--- src/rtl/narrow_32x16_tx.sv ---
// Narrowing transmitter: accepts a 32-bit value and emits it as 16-bit beats
// (truncate, saturate or two-beat word split), flagging values that do not
// survive a halfword sign-extension round trip and counting those events.
module narrow_32x16_tx (
    input  logic        clk,
    input  logic        rst,
    input  logic        in_valid,
    output logic        in_ready,
    input  logic [31:0] in_data,
    input  logic [1:0]  in_mode,
    output logic        out_valid,
    input  logic        out_ready,
    output logic [15:0] out_data,
    output logic        out_last,
    output logic        out_ovf,
    input  logic        clr_count,
    output logic [15:0] ovf_count
);

    typedef enum logic [1:0] {StIdle, StSendLo, StSendHi} state_t;

    state_t      state_q, state_d;
    logic [15:0] data_q, data_d;
    logic [15:0] hi_q, hi_d;
    logic        last_q, last_d;
    logic        ovf_q, ovf_d;
    logic [15:0] count_q, count_d;

    logic        in_ovf;
    logic [15:0] sat_data;
    logic        out_hs;
    logic        accept;

    // Overflow test and saturated value for the incoming word
    always_comb begin
        in_ovf   = !((&in_data[31:15]) || !(|in_data[31:15]));
        sat_data = in_data[15:0];
        if (in_ovf) begin
            sat_data = in_data[31] ? 16'h8000 : 16'h7FFF;
        end
    end

    // Handshakes; in_ready opens combinationally on a final-beat handshake
    always_comb begin
        out_valid = (state_q != StIdle);
        out_hs    = out_valid && out_ready;
        in_ready  = (state_q == StIdle) || (out_hs && last_q);
        accept    = in_valid && in_ready;
    end

    // Next-state logic; the output beat is held in registers so it is stable under stall
    always_comb begin
        state_d = state_q;
        data_d  = data_q;
        hi_d    = hi_q;
        last_d  = last_q;
        ovf_d   = ovf_q;
        if (out_hs) begin
            if (last_q) begin
                state_d = StIdle;
            end else begin
                state_d = StSendHi;
                data_d  = hi_q;
                last_d  = 1'b1;
                ovf_d   = 1'b0;
            end
        end
        // A new accept only happens when idle or on a final beat, so it wins cleanly
        if (accept) begin
            state_d = StSendLo;
            hi_d    = in_data[31:16];
            last_d  = !in_mode[1];
            ovf_d   = in_mode[1] ? 1'b0 : in_ovf;
            data_d  = (in_mode == 2'b01) ? sat_data : in_data[15:0];
        end
    end

    // Saturating overflow counter; clear beats a coincident increment
    always_comb begin
        count_d = count_q;
        if (clr_count) begin
            count_d = 16'h0000;
        end else if (accept && !in_mode[1] && in_ovf && (count_q != 16'hFFFF)) begin
            count_d = count_q + 16'd1;
        end
    end

    // State and datapath registers
    always_ff @(posedge clk or negedge rst) begin
        if (!rst) begin
            state_q <= StIdle;
            data_q  <= 16'h0000;
            hi_q    <= 16'h0000;
            last_q  <= 1'b0;
            ovf_q   <= 1'b0;
            count_q <= 16'h0000;
        end else begin
            state_q <= state_d;
            data_q  <= data_d;
            hi_q    <= hi_d;
            last_q  <= last_d;
            ovf_q   <= ovf_d;
            count_q <= count_d;
        end
    end

    // Output drive
    always_comb begin
        out_data  = data_q;
        out_last  = last_q;
        out_ovf   = ovf_q;
        ovf_count = count_q;
    end

endmodule

--- config.mk ---
export PLATFORM = sky130hd
export DESIGN_NAME = narrow_32x16_tx
export DESIGN_NICKNAME = d
export VERILOG_FILES = /design/src/rtl/narrow_32x16_tx.sv
export SDC_FILE = /design/constraint.sdc
export NUM_CORES = 1
export LEC_CHECK = 0
export CAP_MARGIN = 40
export CORE_ASPECT_RATIO = 1.1
export CORE_MARGIN = 2
export CORE_UTILIZATION = 45
export CTS_BUF_LIST = sky130_fd_sc_hd__clkbuf_2
export CTS_CLUSTER_SIZE = 12
export DETAILED_ROUTE_END_ITERATION = 6
export HOLD_SLACK_MARGIN = 0.12
export PLACE_DENSITY = 0.73
export SYNTH_ARGS = -nofsm -noshare
export SYNTH_HDL_FRONTEND = slang
export SYNTH_SLANG_ARGS = --single-unit
--- constraint.sdc ---
create_clock -name clk -period 3.05 [get_ports clk]
set_input_delay 0.61 -clock clk [delete_from_list [all_inputs] [get_ports clk]]
set_output_delay 0.61 -clock clk [all_outputs]
set_load 0.02 [all_outputs]
==> flow_summary_export.csv, run 1 <==
group,metric,value,unit
routing,firstDrtPassIters,4,
placed_design,dpl.cell_count,428,
sta,rsz0062_at_grt,"false",
sta,setup_tns,0,ps
routing,drt_iter0_drc,142,
floorplanning,start_util,47.3,%
logic_synthesis,synthArstFlopShare,100,%
routing,viasPerCell,5.51,
clock_tree,clock_path_buffers,2,
logic_synthesis,ys_ff_latch,52,
placed_design,place_area,3410,um2
finish,drive_gt1_share,9.44,%
clock_tree,cts_tree,"built",
global_routing,grt_use_total,20.3,%
sta,period_minus_slack,2610,ps
pwr,power_density,580,nW/um2
clock_tree,cts_buffers,5,
finish,fin_area,3440,um2
sta,fmaxAchievable,383,MHz
finish,n_antenna_cell,0,
worst_setup_path,crit_buf_inv,1,
clock_tree,postCtsSetupBuffers,0,
worst_setup_path,slowest_stage,"dfrtp_1",
clock_tree,cts-resized-gates,0,
routing,vias,2397,
global_routing,antenna_found_initial,0,
global_routing,grt_pass1_vias,2293,
worst_setup_path,crit_arrival,3010,ps
logic_synthesis,synthCells,285,
floorplanning,dieArea,6360,um2
worst_setup_path,critPathRequiredTime,3450,ps
clock_tree,insertion_delay,450,ps
logic_synthesis,netlist_area,2580,um2
clock_tree,cts.htree.levels,2,
outcome,status,"complete, no violations",
global_routing,overflow,0,
logic_synthesis,yosys_warnings,0,
finish,area_growth,33.2,%
finish,nets,400,
sta,final_max_slew_viol_count,0,
sta,clock_skew,20.5,ps
global_routing,grt_util_met1,25.8,%
finish,final_util,63.0,%
floorplanning,fp.dieW,76.2,um
routing,drt_wl_total,6.19,mm
global_routing,grt_max_degree,53,
pwr,ir_worst_vdd,0.412,mV
global_routing,grtUsageMet3,4.98,%
floorplanning,core_region_area,5470,um2
sta,worstMarginPinSlew,658,ps
logic_synthesis,synth.distinct_cells,37,
worst_setup_path,critPathMaxStageDelay,480,ps
flow_run,cap_violations,0,
floorplanning,rows,28,
sta,worst_slew_margin_rel,56.1,%
sta,setup_violations,0,
clock_tree,clk_pin_slew,250,ps
pwr,leakage,1.44,nW
min_path,hold_class,"input port to async pin",
global_routing,grt-busiest-layer,"met2",
global_routing,grt_first_pass_wirelength,10.6,mm
routing,routedWlPerCell,14.2,um
logic_synthesis,synth_edf_count,0,
placed_design,dp_hpwl,4.50,mm
clock_tree,cts-root-buf,"clkbuf_2",
finish,fillers,495,
clock_tree,ctsHoldBuffers,0,
clock_tree,cts_num_sinks,52,
routing,drc,0,
global_routing,grt_use_met2,34.2,%
logic_synthesis,yosys-top-cells-area,"dfrtp_1 50%, nand2_1 10%, o21ai_0 4.5%",
logic_synthesis,yosys.area.top_type_share,50.4,%
placed_design,port_buffers,74,
logic_synthesis,syn_area_per_cell,9.06,um2
logic_synthesis,yosysTopAreaCell,"dfrtp_1",
placed_design,gp_congestion,0.817,
floorplanning,die_h,83.5,um
finish,fin_cells,435,
sta,hold_violations,0,
routing,ant_nets,0,
worst_setup_path,crit_path_max_fanout,15,
worst_setup_path,crit_top_cell,"and3_1",
logic_synthesis,seq_area_frac_synth,50.4,%
logic_synthesis,syn_nets,325,
worst_setup_path,path_delay_family,"simple AND/OR/NAND/NOR gates",
floorplanning,io_pins,75,
worst_setup_path,worst-setup-path-type,"register to register",
sta,fin_crit_sh,85.6,%
worst_setup_path,crit_path_start_kind,"register",
worst_setup_path,cp_cell_sequence,"ha_1 -> and3_1 -> and3_1 -> a41oi_2 -> nand3_2 -> buf_4 -> or4_1 -> a21oi_1",
logic_synthesis,ys.flop_type,"dfrtp_1",
worst_setup_path,end_kind,"register",
## cells in the final DEF (no fill, tap or decap), types with 2 or more instances in the layout
master,count
nand3_1,9
nand4_1,6
or3_1,3
clkinv_1,2
xor2_1,2
buf_4,8
dfrtp_1,52
or4_1,10
o22ai_1,2
o21ai_1,14
a41oi_2,2
inv_1,4
nor2_1,11
and3_1,4
nand3_2,2
o31ai_1,6
nor3_1,2
nor4_1,4
clkbuf_2,5
mux2i_1,2
clkdlybuf4s50_1,73
nand2_1,70
nor2b_1,3
a21oi_1,18
o21ai_0,23
a21oi_2,10
## through the flow
stage	setup slack (ps)	hold WS [ps]	total power [W]
3_5_place_dp	60.1	457	0.00176
5_1_grt	207	235	0.00213
3_3_place_gp	140	454	0.00175
4_1_cts	435	230	0.00201
6_report	438	221	0.00199
2_1_floorplan	769	314	0.00137
## worst register-to-register path, stage by stage, from the launching register on
cell and delay, ps:
dfrtp_1 480, ha_1 250, and3_1 200, and3_1 230, a41oi_2 280, nand3_2 280
buf_4 260, or4_1 460, a21oi_1 140
## cells by family after synthesis
| logic type | count (synthesis) | share of synthesized area, % |
|---|---|---|
| XOR/XNOR | 2 | 0.678 |
| AO/OA/AOI/OAI | 79 | 19.4 |
| flip-flops | 52 | 50.4 |
| multiplexers | 4 | 1.79 |
| buffers and inverters | 19 | 3.83 |
| AND/OR/NAND/NOR | 128 | 23.4 |
| adder cells (fa/ha/maj) | 1 | 0.484 |
## final timing paths
kind | from | end | slack, ps | depth (start not counted)
min in group clk | hi_q[13] | hi_q[13] | 500 | 2
max | ovf_count[0] | ovf_count[13] | 440 | 8
min reg2reg | hi_q[13] | hi_q[13] | 500 | 2
max reg2reg | ovf_count[0] | ovf_count[13] | 440 | 8
max in group asynchronous | rst | out_data[12] | 2370 | 2
min | rst | ovf_count[9] | 220 | 2
## state kept, by name (all words and copies together) (netlist names)
name and cells:
out_ovf 1, out_data 16, hi_q 16, state_q 2, ovf_count 16, out_last 1
## area by class of cell
cell class / count / area (um2) / area share (%)
multi-input combinational: 214 / 1180 / 34.4
clock inverter: 2 / 7.51 / 0.218
sequential: 52 / 1300 / 37.8
timing repair buffer: 83 / 816 / 23.7
tap: 75 / 93.8 / 2.73
inverter: 4 / 15.0 / 0.436
clock buffer: 5 / 25.0 / 0.727
## cells in the mapped netlist, types with 3 or more instances
library cell and number:
or4_1 10, nand2_1 70, nand3_1 9, and3_1 4, nor2_1 11, buf_6 3, nand4_1 6, nor2b_1 3
clkbuf_1 10, a21oi_2 10, dfrtp_1 52, nor4_1 4, o21ai_1 14, a21oi_1 18, o31ai_1 6, o21ai_0 23
or3_1 3, inv_1 4
## per-layer routing
layer  routed length (um)  up-vias
met5                    0        -
met4                   44        0
met3                  349        4
met2                 3060       68
met1                 2740     1159
li1                     -     1166
## where the power goes
part           switching, W  total [W]  internal, W
sequential         0.000101   0.000961     0.000860
clock              0.000207   0.000254    0.0000471
combinational      0.000421   0.000780     0.000359
No activity file was read; power rests on OpenSTA's default activity.
==> run 2: changes to the inputs <==
RECOVER_POWER = 25   (was not set)
==> run 2 against run 1 <==
Against the previous run: sequential cell count did not move; clock skew did not move; first-iteration DRC count unchanged; clock-buffer cell count did not move; setup slack unchanged; critical path type unchanged.
==> flow_summary_export.csv, run 2 (synthesis results as in run 1) <==
group,metric,value,unit
clock_tree,cts-root-buf,"clkbuf_2",
clock_tree,postCtsSetupBuffers,0,
placed_design,port_buffers,74,
worst_setup_path,worst-setup-path-type,"register to register",
floorplanning,io_pins,75,
sta,worstMarginPinSlew,1280,ps
routing,drt_iter0_drc,142,
finish,nets,400,
clock_tree,ctsHoldBuffers,0,
clock_tree,cts_buffers,5,
finish,drive_gt1_share,9.44,%
sta,fin_crit_sh,85.6,%
clock_tree,insertion_delay,450,ps
sta,final_max_slew_viol_count,0,
worst_setup_path,crit_path_start_kind,"register",
floorplanning,rows,28,
clock_tree,cts.htree.levels,2,
min_path,hold_class,"input port to async pin",
finish,final_cell_mix,"73 x clkdlybuf4s50_1, 70 x nand2_1, 52 x dfrtp_1",
floorplanning,dieArea,6360,um2
floorplanning,die_h,83.5,um
sta,rsz0062_at_grt,"false",
worst_setup_path,end_kind,"register",
outcome,status,"complete, no violations",
clock_tree,cts_num_sinks,52,
routing,firstDrtPassIters,4,
placed_design,dp_hpwl,4.50,mm
routing,drt_wl_total,6.19,mm
sta,period_minus_slack,2610,ps
floorplanning,fp.dieW,76.2,um
sta,setup_tns,0,ps
floorplanning,start_util,47.3,%
flow_run,cap_violations,0,
finish,area_growth,33.1,%
worst_setup_path,critPathRequiredTime,3450,ps
global_routing,grt_max_degree,53,
pwr,leakage,1.44,nW
sta,hold_violations,0,
floorplanning,core_region_area,5470,um2
placed_design,gp_congestion,0.817,
routing,drc,0,
sta,hold_ws,470,ps
finish,n_antenna_cell,0,
global_routing,overflow,0,
routing,vias,2397,
worst_setup_path,crit_arrival,3010,ps
sta,worst_slew_margin_rel,14.6,%
clock_tree,clk_pin_slew,250,ps
global_routing,grt_first_pass_wirelength,10.6,mm
clock_tree,cts-resized-gates,0,
finish,final_common_cell,"clkdlybuf4s50_1",
routing,routedWlPerCell,14.2,um
global_routing,antenna_found_initial,0,
global_routing,grt_use_total,20.3,%
pwr,ir_worst_vdd,0.412,mV
sta,setup_violations,0,
worst_setup_path,crit_path_max_fanout,15,
clock_tree,clock_path_buffers,2,
clock_tree,cts_tree,"built",
sta,clock_skew,20.5,ps
pwr,power_density,580,nW/um2
routing,ant_nets,0,
global_routing,grt_pass1_vias,2293,
routing,viasPerCell,5.51,
sta,fmaxAchievable,383,MHz
## run 2: cell types whose count changed in the layout (fill, tap and decap cells not counted)
cell	previous run	this run
buf_4	8	7
clkbuf_2	5	6
## run 2: stage by stage
| step | instance area [um2] | power, W | setup WS [ps] | cells | util, % |
|---|---|---|---|---|---|
| after floorplan | 2580 | 0.00137 | 769 | 285 | - |
| after global placement | 3410 | 0.00175 | 140 | 428 | 62.4 |
| after detailed placement | 3410 | 0.00176 | 60.1 | 428 | 62.4 |
| after CTS | 3440 | 0.00201 | 435 | 435 | 63.0 |
| after global routing | 3440 | 0.00213 | 207 | 435 | 62.9 |
| final | 3440 | 0.00199 | 438 | 435 | 62.9 |
## run 2: path summary, 6_finish.rpt
kind / depth (start not counted) / from / to / slack [ps]
worst max-delay path: 8 / ovf_count[0] / ovf_count[13] / 440
worst min-delay path: 2 / rst / ovf_count[9] / 470
worst max register to register: 8 / ovf_count[0] / ovf_count[13] / 440
worst min register to register: 2 / hi_q[13] / hi_q[13] / 500
max in group asynchronous: 2 / rst / out_data[12] / 1800
min in group clk: 2 / hi_q[13] / hi_q[13] / 500
## run 2: cell type report
class                      count  area, um2
tap                           75       93.8
fill                         496       2030
multi-input combinational    214       1180
clock buffer                   5       25.0
timing repair buffer          83        813
clock inverter                 2       7.51
sequential                    52       1300
inverter                       4       15.0
## run 2: worst max-delay path: stages (launching register included)
cell and delay [ps]:
dfrtp_1 480, ha_1 250, and3_1 200, and3_1 230
a41oi_2 280, nand3_2 280, buf_4 250, or4_1 460
a21oi_1 140
## run 2: power by group
part / internal, W / leakage [nW] / switching, W
sequential: 0.000860 / 0.664 / 0.000101
combinational: 0.000359 / 0.748 / 0.000421
clock: 0.0000471 / 0.0239 / 0.000207
total: 0.00127 / 1.44 / 0.000728
## run 2: per-layer routing
metal,share of wire [%],vias to the layer above,track usage (%)
li1,-,1166,-
met1,44,1159,25.8
met2,49,68,34.2
met3,5.6,4,4.98
met4,0.71,0,6.45
met5,0,-,0
==> run 3: changes to the inputs <==
CORE_ASPECT_RATIO = not set   (was 1.1)
==> run 3 against run 2 <==
Against the previous run: setup slack better by 8.3 ps; clock-buffer cell count stayed put; register-to-register slack better by 150 ps; sequential power hardly changed; hold slack better by 37 ps; routed wire length is 0.27% higher.
==> flow_summary_export.csv, run 3 (synthesis results as in run 1) <==
group,metric,value,unit
pwr,leakage,1.43,nW
finish,final_common_cell,"clkdlybuf4s50_1",
finish,drive_gt1_share,8.56,%
routing,drc,0,
routing,ant_nets,0,
routing,vias,2358,
floorplanning,start_util,46.6,%
floorplanning,fp.dieW,79.8,um
finish,area_growth,33.2,%
routing,routedWlPerCell,14.3,um
sta,clock_skew,22.4,ps
routing,drt_wl_total,6.20,mm
global_routing,grt_use_total,20.3,%
clock_tree,cts-root-buf,"clkbuf_2",
global_routing,grt_first_pass_wirelength,10.2,mm
floorplanning,dieArea,6360,um2
clock_tree,clock_path_buffers,2,
worst_setup_path,crit_path_max_fanout,3,
worst_setup_path,crit_path_start_kind,"input port",
finish,final_util,62.1,%
worst_setup_path,worst-setup-path-type,"input port to output port",
placed_design,dp_hpwl,4.59,mm
worst_setup_path,end_kind,"output port",
finish,nets,402,
clock_tree,cts_num_sinks,52,
routing,firstDrtPassIters,4,
pwr,ir_worst_vdd,0.350,mV
sta,final_max_slew_viol_count,0,
global_routing,grt_max_degree,33,
finish,n_antenna_cell,0,
floorplanning,io_pins,75,
sta,worstMarginPinSlew,1190,ps
placed_design,gp_congestion,0.807,
routing,drt_iter0_drc,55,
sta,setup_tns,0,ps
placed_design,port_buffers,74,
floorplanning,core_region_area,5540,um2
sta,hold_violations,0,
sta,worst_slew_margin_rel,20.9,%
sta,period_minus_slack,2600,ps
clock_tree,clk_pin_slew,230,ps
finish,fillers,519,
sta,setup_violations,0,
sta,fin_crit_sh,85.4,%
worst_setup_path,critPathRequiredTime,2440,ps
min_path,hold_class,"register to register",
worst_setup_path,crit_arrival,1990,ps
clock_tree,postCtsSetupBuffers,0,
global_routing,overflow,0,
flow_run,cap_violations,0,
global_routing,grt_pass1_vias,2220,
sta,rsz0062_at_grt,"false",
clock_tree,cts_buffers,5,
global_routing,antenna_found_initial,0,
clock_tree,insertion_delay,430,ps
outcome,status,"complete, no violations",
floorplanning,rows,27,
finish,final_cell_mix,"72 x clkdlybuf4s50_1, 70 x nand2_1, 52 x dfrtp_1",
clock_tree,cts.htree.levels,2,
pwr,power_density,580,nW/um2
routing,viasPerCell,5.43,
sta,fmaxAchievable,384,MHz
floorplanning,die_h,79.8,um
clock_tree,cts_tree,"built",
## run 3: cell types whose count changed in the layout (fill, tap and decap cells not counted)
cell	previous run	this run
buf_4	7	5
dlygate4sd3_1	0	2
buf_2	1	0
clkbuf_1	0	4
clkdlybuf4s50_1	73	72
## run 3: path summary, 6_finish.rpt
path                              startpoint            end  slack, ps  cells after the start
worst max-delay path               out_ready       in_ready        450                      3
worst min-delay path                hi_q[11]       hi_q[11]        510                      2
worst min register to register      hi_q[11]       hi_q[11]        510                      2
worst max register to register  ovf_count[0]  ovf_count[15]        590                      8
min in group asynchronous                rst   ovf_count[9]        860                      2
max in group asynchronous                rst       hi_q[12]        820                      3
## run 3: cell type report
cell class | instances | area, um2 | share of cell area (%)
Inverter | 4 | 15.0 | 0.437
Clock buffer | 5 | 25.0 | 0.728
Clock inverter | 2 | 7.51 | 0.218
Tap cell | 72 | 90.1 | 2.62
Timing Repair Buffer | 85 | 818 | 23.8
Multi-Input combinational cell | 214 | 1180 | 34.4
Sequential cell | 52 | 1300 | 37.8
## run 3: worst max-delay path, stage by stage
cell and delay (ps):
dlygate4sd3_1 540, o2bb2ai_1 180, clkdlybuf4s50_1 660
## run 3: stage by stage
step / cell area (um2) / total power, W / hold WS, ps / instances / worst slack, ps
2_1_floorplan: 2580 / 0.00137 / 314 / 285 / 769
3_3_place_gp: 3410 / 0.00175 / 456 / 426 / 207
3_5_place_dp: 3410 / 0.00177 / 461 / 426 / 95.1
6_report: 3440 / 0.00199 / 507 / 434 / 446
5_1_grt: 3440 / 0.00211 / 537 / 434 / 410
4_1_cts: 3450 / 0.00202 / 510 / 434 / 514
## run 3: timing repair
action / in CTS / in global routing
hold buffers: 1 / 0
endpoints found under the hold margin: 20 / 0
resized for setup: 0 / 0
## run 3: power breakdown
part / switching (W) / internal, W
combinational: 0.000423 / 0.000356
sequential: 0.000101 / 0.000860
clock: 0.000206 / 0.0000473
## run 3: layer usage
layer	GRT usage, %	vias to the layer above	routed length [um]
met2	34.6	55	3010
met5	0	-	0
met1	26.4	1126	2830
met4	6.27	0	82
met3	3.73	10	279
li1	-	1167	-
